===== config.mk =====
export PLATFORM = sky130hd
export DESIGN_NAME = uart_bus_master
export DESIGN_NICKNAME = d
export VERILOG_FILES = /design/src/rtl/uart_bus_master.sv
export SDC_FILE = /design/constraint.sdc
export NUM_CORES = 1
export LEC_CHECK = 0
export ABC_AREA = 1
export BUFFER_PORTS_ARGS = -buffer_cell sky130_fd_sc_hd__buf_2
export CAP_MARGIN = 0
export CELL_PAD_IN_SITES_DETAIL_PLACEMENT = 1
export CELL_PAD_IN_SITES_GLOBAL_PLACEMENT = 1
export CORE_ASPECT_RATIO = 0.6
export CORE_UTILIZATION = 42
export CTS_CLUSTER_DIAMETER = 120
export DETAILED_ROUTE_END_ITERATION = 16
export PLACE_DENSITY_LB_ADDON = 0.1
export SLEW_MARGIN = 20
export SYNTH_ARGS = -nofsm -noshare
export SYNTH_HDL_FRONTEND = slang
export SYNTH_SLANG_ARGS = --single-unit

===== constraint.sdc =====
create_clock -name clk -period 2.3 [get_ports clk]
set_input_delay 0.345 -clock clk [delete_from_list [all_inputs] [get_ports clk]]
set_output_delay 0.345 -clock clk [all_outputs]
set_load 0.01 [all_outputs]

===== src/rtl/uart_bus_master.sv =====
// rtl/uart_bus_master.sv - UART-driven debug bus initiator (frame parser, single bus transaction, response bytes)
//
// Purpose: parses READ (0x52) / WRITE (0x57) command frames from the UART
// receiver byte stream, runs one transaction on an arbiter initiator port,
// and returns a response byte sequence to the UART transmitter.
//
// Ports:
//   clk, reset          clock, asynchronous active-low reset
//   rx_data/rx_valid    received byte + single-cycle strobe
//   tx_data/tx_valid    response byte, held until tx_ready
//   tx_ready            transmitter accepts on tx_valid && tx_ready
//   address_out         bus address (bits 63:32 always 0)
//   read_out/write_out  bus request strobes, held until ready_in
//   write_mask_out      write byte-lane mask
//   write_value_out     write data
//   read_value_in       read data, valid with ready_in
//   ready_in            transaction completes this cycle

module uart_bus_master #(
    parameter int BUS_TIMEOUT    = 1024,
    parameter int RX_GAP_TIMEOUT = 65535
) (
    input  logic        clk,
    input  logic        reset,
    input  logic [7:0]  rx_data,
    input  logic        rx_valid,
    output logic [7:0]  tx_data,
    output logic        tx_valid,
    input  logic        tx_ready,
    output logic [63:0] address_out,
    output logic        read_out,
    output logic        write_out,
    output logic [3:0]  write_mask_out,
    output logic [63:0] write_value_out,
    input  logic [63:0] read_value_in,
    input  logic        ready_in
);

    localparam int BUS_W = $clog2(BUS_TIMEOUT);
    localparam int GAP_W = $clog2(RX_GAP_TIMEOUT + 1);
    localparam logic [BUS_W-1:0] BUS_LAST = BUS_W'(BUS_TIMEOUT - 1);
    localparam logic [GAP_W-1:0] GAP_LAST = GAP_W'(RX_GAP_TIMEOUT - 1);

    localparam logic [7:0] OP_WRITE  = 8'h57;
    localparam logic [7:0] OP_READ   = 8'h52;
    localparam logic [7:0] RSP_BAD   = 8'h3F;
    localparam logic [7:0] RSP_WOK   = 8'h4B;
    localparam logic [7:0] RSP_ROK   = 8'h44;
    localparam logic [7:0] RSP_TMO   = 8'hEE;

    typedef enum logic [2:0] {
        S_IDLE,
        S_ADDR,
        S_DATA,
        S_MASK,
        S_BUS,
        S_RESP
    } state_t;

    state_t            r_state;
    logic              r_is_write;
    logic [3:0]        r_cnt;
    logic [3:0]        r_resp_last;
    logic [GAP_W-1:0]  r_gap;
    logic [BUS_W-1:0]  r_bus_cnt;
    logic [31:0]       r_addr;
    logic [63:0]       r_wdata;
    logic [3:0]        r_mask;
    logic [63:0]       r_shift;

    // Frame is abandoned when the idle-cycle count hits its limit with no byte this cycle.
    logic w_gap_expired;
    logic w_req_active;
    logic w_tx_fire;

    assign w_gap_expired = (r_gap == GAP_LAST) && !rx_valid;
    assign w_req_active  = read_out || write_out;
    assign w_tx_fire     = tx_valid && tx_ready;

    always_ff @(posedge clk or negedge reset) begin
        if (!reset) begin
            r_state         <= S_IDLE;
            r_is_write      <= 1'b0;
            r_cnt           <= 4'd0;
            r_resp_last     <= 4'd0;
            r_gap           <= '0;
            r_bus_cnt       <= '0;
            r_addr          <= 32'd0;
            r_wdata         <= 64'd0;
            r_mask          <= 4'd0;
            r_shift         <= 64'd0;
            tx_data         <= 8'd0;
            tx_valid        <= 1'b0;
            address_out     <= 64'd0;
            read_out        <= 1'b0;
            write_out       <= 1'b0;
            write_mask_out  <= 4'd0;
            write_value_out <= 64'd0;
        end else begin
            case (r_state)
                S_IDLE: begin
                    if (rx_valid) begin
                        r_cnt <= 4'd0;
                        r_gap <= '0;
                        if (rx_data == OP_WRITE) begin
                            r_is_write <= 1'b1;
                            r_state    <= S_ADDR;
                        end else if (rx_data == OP_READ) begin
                            r_is_write <= 1'b0;
                            r_state    <= S_ADDR;
                        end else begin
                            tx_data     <= RSP_BAD;
                            tx_valid    <= 1'b1;
                            r_resp_last <= 4'd0;
                            r_state     <= S_RESP;
                        end
                    end
                end

                S_ADDR: begin
                    if (rx_valid) begin
                        r_addr <= {rx_data, r_addr[31:8]};   // little-endian shift-in
                        r_gap  <= '0;
                        if (r_cnt == 4'd3) begin
                            r_cnt     <= 4'd0;
                            r_bus_cnt <= '0;
                            r_state   <= r_is_write ? S_DATA : S_BUS;
                        end else begin
                            r_cnt <= r_cnt + 4'd1;
                        end
                    end else if (w_gap_expired) begin
                        r_state <= S_IDLE;
                    end else begin
                        r_gap <= r_gap + GAP_W'(1);
                    end
                end

                S_DATA: begin
                    if (rx_valid) begin
                        r_wdata <= {rx_data, r_wdata[63:8]};
                        r_gap   <= '0;
                        if (r_cnt == 4'd7) begin
                            r_cnt   <= 4'd0;
                            r_state <= S_MASK;
                        end else begin
                            r_cnt <= r_cnt + 4'd1;
                        end
                    end else if (w_gap_expired) begin
                        r_state <= S_IDLE;
                    end else begin
                        r_gap <= r_gap + GAP_W'(1);
                    end
                end

                S_MASK: begin
                    if (rx_valid) begin
                        r_mask    <= rx_data[3:0];
                        r_gap     <= '0;
                        r_cnt     <= 4'd0;
                        r_bus_cnt <= '0;
                        r_state   <= S_BUS;
                    end else if (w_gap_expired) begin
                        r_state <= S_IDLE;
                    end else begin
                        r_gap <= r_gap + GAP_W'(1);
                    end
                end

                S_BUS: begin
                    if (!w_req_active) begin
                        // First BUS cycle: launch the request with all qualifiers stable.
                        address_out     <= {32'd0, r_addr};
                        write_value_out <= r_is_write ? r_wdata : 64'd0;
                        write_mask_out  <= r_is_write ? r_mask : 4'd0;
                        read_out        <= !r_is_write;
                        write_out       <= r_is_write;
                        r_bus_cnt       <= '0;
                    end else if (ready_in) begin
                        read_out  <= 1'b0;
                        write_out <= 1'b0;
                        r_cnt     <= 4'd0;
                        tx_valid  <= 1'b1;
                        if (r_is_write) begin
                            tx_data     <= RSP_WOK;
                            r_resp_last <= 4'd0;
                        end else begin
                            tx_data     <= RSP_ROK;
                            r_shift     <= read_value_in;
                            r_resp_last <= 4'd8;
                        end
                        r_state <= S_RESP;
                    end else if (r_bus_cnt == BUS_LAST) begin
                        read_out    <= 1'b0;
                        write_out   <= 1'b0;
                        r_cnt       <= 4'd0;
                        tx_data     <= RSP_TMO;
                        tx_valid    <= 1'b1;
                        r_resp_last <= 4'd0;
                        r_state     <= S_RESP;
                    end else begin
                        r_bus_cnt <= r_bus_cnt + BUS_W'(1);
                    end
                end

                S_RESP: begin
                    if (w_tx_fire) begin
                        if (r_cnt == r_resp_last) begin
                            tx_valid <= 1'b0;
                            r_cnt    <= 4'd0;
                            r_state  <= S_IDLE;
                        end else begin
                            // Read data bytes stream out LSB first from the capture register.
                            r_cnt   <= r_cnt + 4'd1;
                            tx_data <= r_shift[7:0];
                            r_shift <= {8'd0, r_shift[63:8]};
                        end
                    end
                end

                default: r_state <= S_IDLE;
            endcase
        end
    end

endmodule


**Yosys cells after proc, flatten, opt, wreduce, memory -nomap -nowiden**

Cells that the tools add are included.

- Bits in registers: 313
- Latch bits: 0
- Bits in writable memories: 0
- Bits in read-only memories: 0
- Input bits: 77
- Output and inout bits: 143
- Logic and storage cells: 161
- Memories kept: 0

- $add $sub $neg: 3
- Multipliers: 0
- Div/mod/pow operators: 0
- Order comparisons: 0
- Equal/unequal tests: 33
- Shifts and indexed selects: 0
- Mux-type cells: 78
- Bitwise operators: 1
- Reduce and logical (&&, ||, !) cells: 29

Operators with widths:

| cell | count |
|---|---|
| 64-bit 2-to-1 mux | 6 |
| 64-bit case mux with 2 select lines | 1 |
| 4-bit 2-to-1 mux | 18 |
| 8-bit 2-to-1 mux | 8 |
| 10-bit 2-to-1 mux | 6 |
| 16-bit 2-to-1 mux | 3 |
| 3-bit 2-to-1 mux | 15 |
| 16-bit case mux with 2 select lines | 1 |
| 10-bit case mux with 3 select lines | 1 |
| 2-bit inequality test, second input constant | 13 |
| 8-bit case mux with 3 select lines | 1 |
| 4-bit case mux with 5 select lines | 1 |
| 3-bit inequality test, second input constant | 6 |
| 3-bit case mux with 6 select lines | 1 |
| 6-bit AND reduction | 3 |
| 16-bit by 1-bit adder with 16-bit output, second input constant | 1 |
| 16-bit equality test, second input constant | 1 |
| 8-bit by 7-bit equality test with 1-bit output, second input constant | 2 |
| 8-bit AND reduction | 2 |
| 1-bit 2-to-1 mux | 14 |
| 7-bit AND reduction | 2 |
| 10-bit by 1-bit adder with 10-bit output, second input constant | 1 |
| 10-bit equality test, second input constant | 1 |
| 2-bit AND reduction | 5 |
| 22 further kinds | 31 |

**Depth between registers and ports, before layout**

- Depth after elaboration: 5
- Gate-level depth with buffers: 12
- Depth with buffers taken out: 11

**Worst setup path after synthesis**

No wires, ideal clock.

- Path type: register to register
- Start point: register r_bus_cnt[0]
- End point: register tx_data[0]
- Setup time: 117 ps
- Arrival time: 1602 ps
- Required time: 2183 ps
- Path slack: 581 ps
- Stages on the path, launching flop included: 11
- Clock period less this slack: 1719 ps
- Cells stage by stage: dfrtp_1 -> ha_1 -> nand2_1 -> nor2_1 -> nand3_1 -> nand2_1 -> nand3_2 -> nor2_4 -> nand2_2 -> nand2_1 -> nand2_1

- Cells in the longest elaborated chain, start to end: 3

RTL lines:

| element | line | RTL |
|---|---|---|
| start: declaration | 65 | `logic [BUS_W-1:0] r_bus_cnt;` |
| start signal: assignment | 201 | `r_bus_cnt <= r_bus_cnt + BUS_W'(1);` |
| 10-bit equality test | 192 | `end else if (r_bus_cnt == BUS_LAST) begin` |
| 3-bit inequality test (no line) | - |  |
| 8-bit AND reduction (no line) | - |  |
| end signal: assignment | 214 | `tx_data <= r_shift[7:0];` |
| end: declaration | 27 | `output logic [7:0] tx_data,` |

Every way passes these cells.
A chain may end at the register's enable or synchronous reset.

**Final worst setup path**

- Start point: register r_state[2]
- End point: register r_shift[5]

- Cells in the longest elaborated chain, start to end: 3
- Elaborated cells on any way between the ends: 10

RTL lines:

| element | line | RTL |
|---|---|---|
| start: declaration | 60 | `state_t r_state;` |
| start signal: assignment | 127 | `r_state <= r_is_write ? S_DATA : S_BUS;` |
| 3-bit equality test | 100 | `case (r_state)` |
| 2-bit inequality test (no line) or 2-bit nonzero test (tied branches) | - |  |
| 6-bit AND reduction (no line) | - |  |
| end signal: assignment | 188 | `r_shift <= read_value_in;` |
| end signal: assignment | 215 | `r_shift <= {8'd0, r_shift[63:8]};` |
| end: declaration | 69 | `logic [63:0] r_shift;` |

Several ways; a longest one is shown, not always the timed one.

==> results.txt <==
----------------------------------------------------
[Final layout]
  Fraction of final layout cells sized beyond drive strength 1 ... 0.1684
  Post-route non-filler standard cell count ... 2,290
  Area added between synthesis and finish ... 18.53%
  Nets@finish ... 1,931
  Area of all placed cells without fillers ... between 0.015 and 0.02 mm^2
  Commonest cells after routing, fill and taps aside ... sky130_fd_sc_hd__nand2_1, sky130_fd_sc_hd__dfrtp_1, sky130_fd_sc_hd__o21ai_0, sky130_fd_sc_hd__inv_1, sky130_fd_sc_hd__buf_2
  Most frequent standard cell in the layout excluding fill and tap cells ... sky130_fd_sc_hd__nand2_1

[Logic synthesis]
  Count of flip-flops with a built-in enable after synthesis ... 0
  Synth unique cells ... 44
  Cell area after synthesis ... 0.01377 mm^2
  Dominant synthesized flop cell ... sky130_fd_sc_hd__dfrtp_1
  Yosys warnings ... 0
  Synth Area per Inst ... 8.325 um^2
  Number of synthesized register bits ... between 300 and 400
  Number of instances in the synthesized netlist ... 1,654
  Share of the yosys chip area belonging to registers ... 0.5634
  Share of synthesized registers carrying an async set or reset ... 1.000

[CTS]
  Clock sinks ... 310
  Root Buffer Master ... sky130_fd_sc_hd__clkbuf_16
  Max Buffers Root-to-Sink ... 3
  Inserted Clock Buffers ... 30
  Clock tree from TritonCTS ... yes
  H-tree depth ... 1
  Clock Pin Slew Worst Setup and Hold Paths ... 0.07 ns
  Skew-Pair Late Insertion Delay ... 0.57 ns

[Floorplan]
  Core Footprint ... 0.03172 mm^2
  Effective utilization at floorplan ... 0.4341
  X dimension of the die ... 235.8 um
  Num rows ... 50
  I/O pin count ... 220
  Die height ... 142.3 um
  Die outline area ... 0.03354 mm^2

[Detailed routing]
  Residual DRC count ... 0
  Number of nets still failing antenna checks after routing ... 0
  Wire length per cell after detailed routing ... 17.25 um
  Pre-Repair DR Iteration Count ... 4
  Via-to-Cell Ratio ... 4.993
  Detailed-route via count ... ~11k
  Final routed wirelength across all metal layers ... 39,510 um
  Initial DRC Count ... 743

[Timing]
  Achievable clock frequency ... between 400 and 500 MHz
  Number of hold violations in the final report ... 0
  Count of final max-slew check failures ... 0
  TNS Setup ... 0 ns
  Worst-case clock skew ... 0.01226 ns
  Worst hold margin ... 0.01453 ns
  Post-route fraction of the period consumed by the critical path ... 0.9119
  Final worst path period need ... 2.097 ns
  Relative slew slack ... 0.6001
  Final setup violation count ... 0
  Setup repair after global routing missed its margin ... false
  Transition time at the pin with the least slew margin ... 0.5992 ns

[Status]
  Status ... complete, no violations

[Place]
  Number of buffers added on ports ... between 150 and 200
  HPWL after detailed placement ... 27,710 um
  Placer Congestion ... between 0.8 and 0.9
  Number of placed instances with taps included ... 2,223
  Area post-placement ... about 0.015 mm^2

[Min path]
  Worst hold path class ... input pin to flip-flop

[Global route]
  Global-route wire length before repair ... 63,770 um
  Grt met3 use ... 0.03142
  Pin count of the biggest net entering global routing ... 119
  GRT met2 Usage ... 0.3493
  Number of global-route vias before repair ... 11.74k
  Initial antenna violation count ... 3
  Global-route track usage on met1 ... 0.3694
  GRT busiest layer ... met1
  Total overflow reported by the global router ... 0
  GRT Total Usage ... 0.2366

[Setup path]
  WP data arrival ... 2.53 ns
  Endpoint kind of the worst setup timing path ... flip-flop
  Largest fanout on the critical path ... 59
  Crit Path Category ... flip-flop to flip-flop
  Category of the worst setup path launch point ... flip-flop
  Critical path data required time ... 2.73 ns

[Pwr]
  Total design power ... 0.01989 W
  Peak supply drop ... 0.0006021 V
  Power Density ... 1219 mW/mm^2
  Leakage ... 8.206 nW

[Run]
  Reported max-cap violation count ... 0

----------------------------------------------------
[cell families (layout without fill, tap and decap cells)]
| kind of cell | count (synthesis) | after routing | share of synthesized area |
|---|---|---|---|
| fa+ha+maj | 5 | 5 | 0.004543 |
| compound gates | 357 | 357 | 0.1328 |
| xor+xnor | 6 | 6 | 0.003816 |
| flops | 310 | 310 | 0.5634 |
| other cells | 1 | 35 | 0.0002723 |
| buf+inv | 307 | 493 | 0.09705 |
| simple gates | 668 | 668 | 0.1981 |
[sequential cells by signal, indices dropped and copies added (netlist names)]
signal	cells
r_mask	4
write_value_out	64
tx_data	8
address_out	32
write_mask_out	4
r_is_write	1
r_bus_cnt	10
read_out	1
r_cnt	4
r_gap	16
r_wdata	64
r_addr	32
r_state	3
write_out	1
r_shift	64
tx_valid	1
r_resp_last	1
[worst max-delay path, stage by stage (launching register included)]
cell,delay (ns)
sky130_fd_sc_hd__dfrtp_1,0.45
sky130_fd_sc_hd__inv_2,0.18
sky130_fd_sc_hd__nor2_4,0.08
sky130_fd_sc_hd__nand2_4,0.17
sky130_fd_sc_hd__nor2_2,0.08
sky130_fd_sc_hd__nor2_2,0.13
sky130_fd_sc_hd__inv_2,0.07
sky130_fd_sc_hd__nor3_4,0.23
sky130_fd_sc_hd__buf_6,0.42
sky130_fd_sc_hd__o21ai_0,0.14
[synth_stat cells (all sizes together) (3+ instances only)]
cell type / count / share of area
nand4: 10 / 0.0045
ha: 5 / 0.0045
nor3: 10 / 0.0048
xor2: 5 / 0.0032
nand2: 489 / 0.13
nand3: 73 / 0.027
o21bai: 3 / 0.0016
o21ai: 328 / 0.12
a21oi: 11 / 0.0040
clkbuf: 52 / 0.014
nor2: 80 / 0.024
buf: 58 / 0.029
o211ai: 3 / 0.0016
dfrtp: 310 / 0.56
inv: 196 / 0.053
a22oi: 4 / 0.0022
[path summary, 6_finish.rpt]
| kind | from | endpoint | slack (ns) | cells after the start |
|---|---|---|---|---|
| max in group asynchronous | reset | r_shift[60]$_DFFE_PN0P_ | 1.19 | 4 |
| max | r_state[2]$_DFFE_PN0P_ | r_shift[5]$_DFFE_PN0P_ | 0.20 | 9 |
| min reg2reg | address_out[7]$_DFFE_PN0P_ | address_out[7]$_DFFE_PN0P_ | 0.48 | 2 |
| min in group asynchronous | reset | address_out[6]$_DFFE_PN0P_ | 0.29 | 2 |
| max reg2reg | r_state[2]$_DFFE_PN0P_ | r_shift[5]$_DFFE_PN0P_ | 0.20 | 9 |
| min | read_value_in[63] | r_shift[63]$_DFFE_PN0P_ | 0.01 | 3 |
[through the flow]
step	util	setup slack, ns
CTS	0.5122	0.01686
global placement	0.4807	0.1076
floorplan	-	0.5810
global route	0.5146	0.01494
finish	0.5146	0.2026
detailed placement	0.4807	0.03723
[power by group]
part | internal [W] | switching (W) | total [W] | leakage, nW
sequential | 0.00711 | 0.000891 | 0.00800 | 4.09
combinational | 0.00227 | 0.00473 | 0.00700 | 3.63
clock | 0.00271 | 0.00218 | 0.00489 | 0.477
total | 0.0121 | 0.00780 | 0.0199 | 8.21
[cell type report]
cell class              count  area (um^2)
clock inverters            10        55.05
fillers                  3868        15400
well taps                 416        520.5
flip-flops and latches    310         7759
multi-input cells        1068         4817
clock buffers              44        904.6
repair buffers            242         1515
inverters                 197        742.0
diodes                      3        7.507
[repair_timing]
item,CTS,global route
endpoints found under the setup margin,0,35
hold endpoints to repair,48,0
buffers inserted,0,5
gates resized for setup,0,6
hold buffers,4,0
[metal layers]
layer	wire length [um]	vias up
met5	0	-
met4	536	0
met3	1318	41
met2	17260	167
met1	20390	5668
li1	-	5559
No activity file was read; power rests on OpenSTA's default activity.
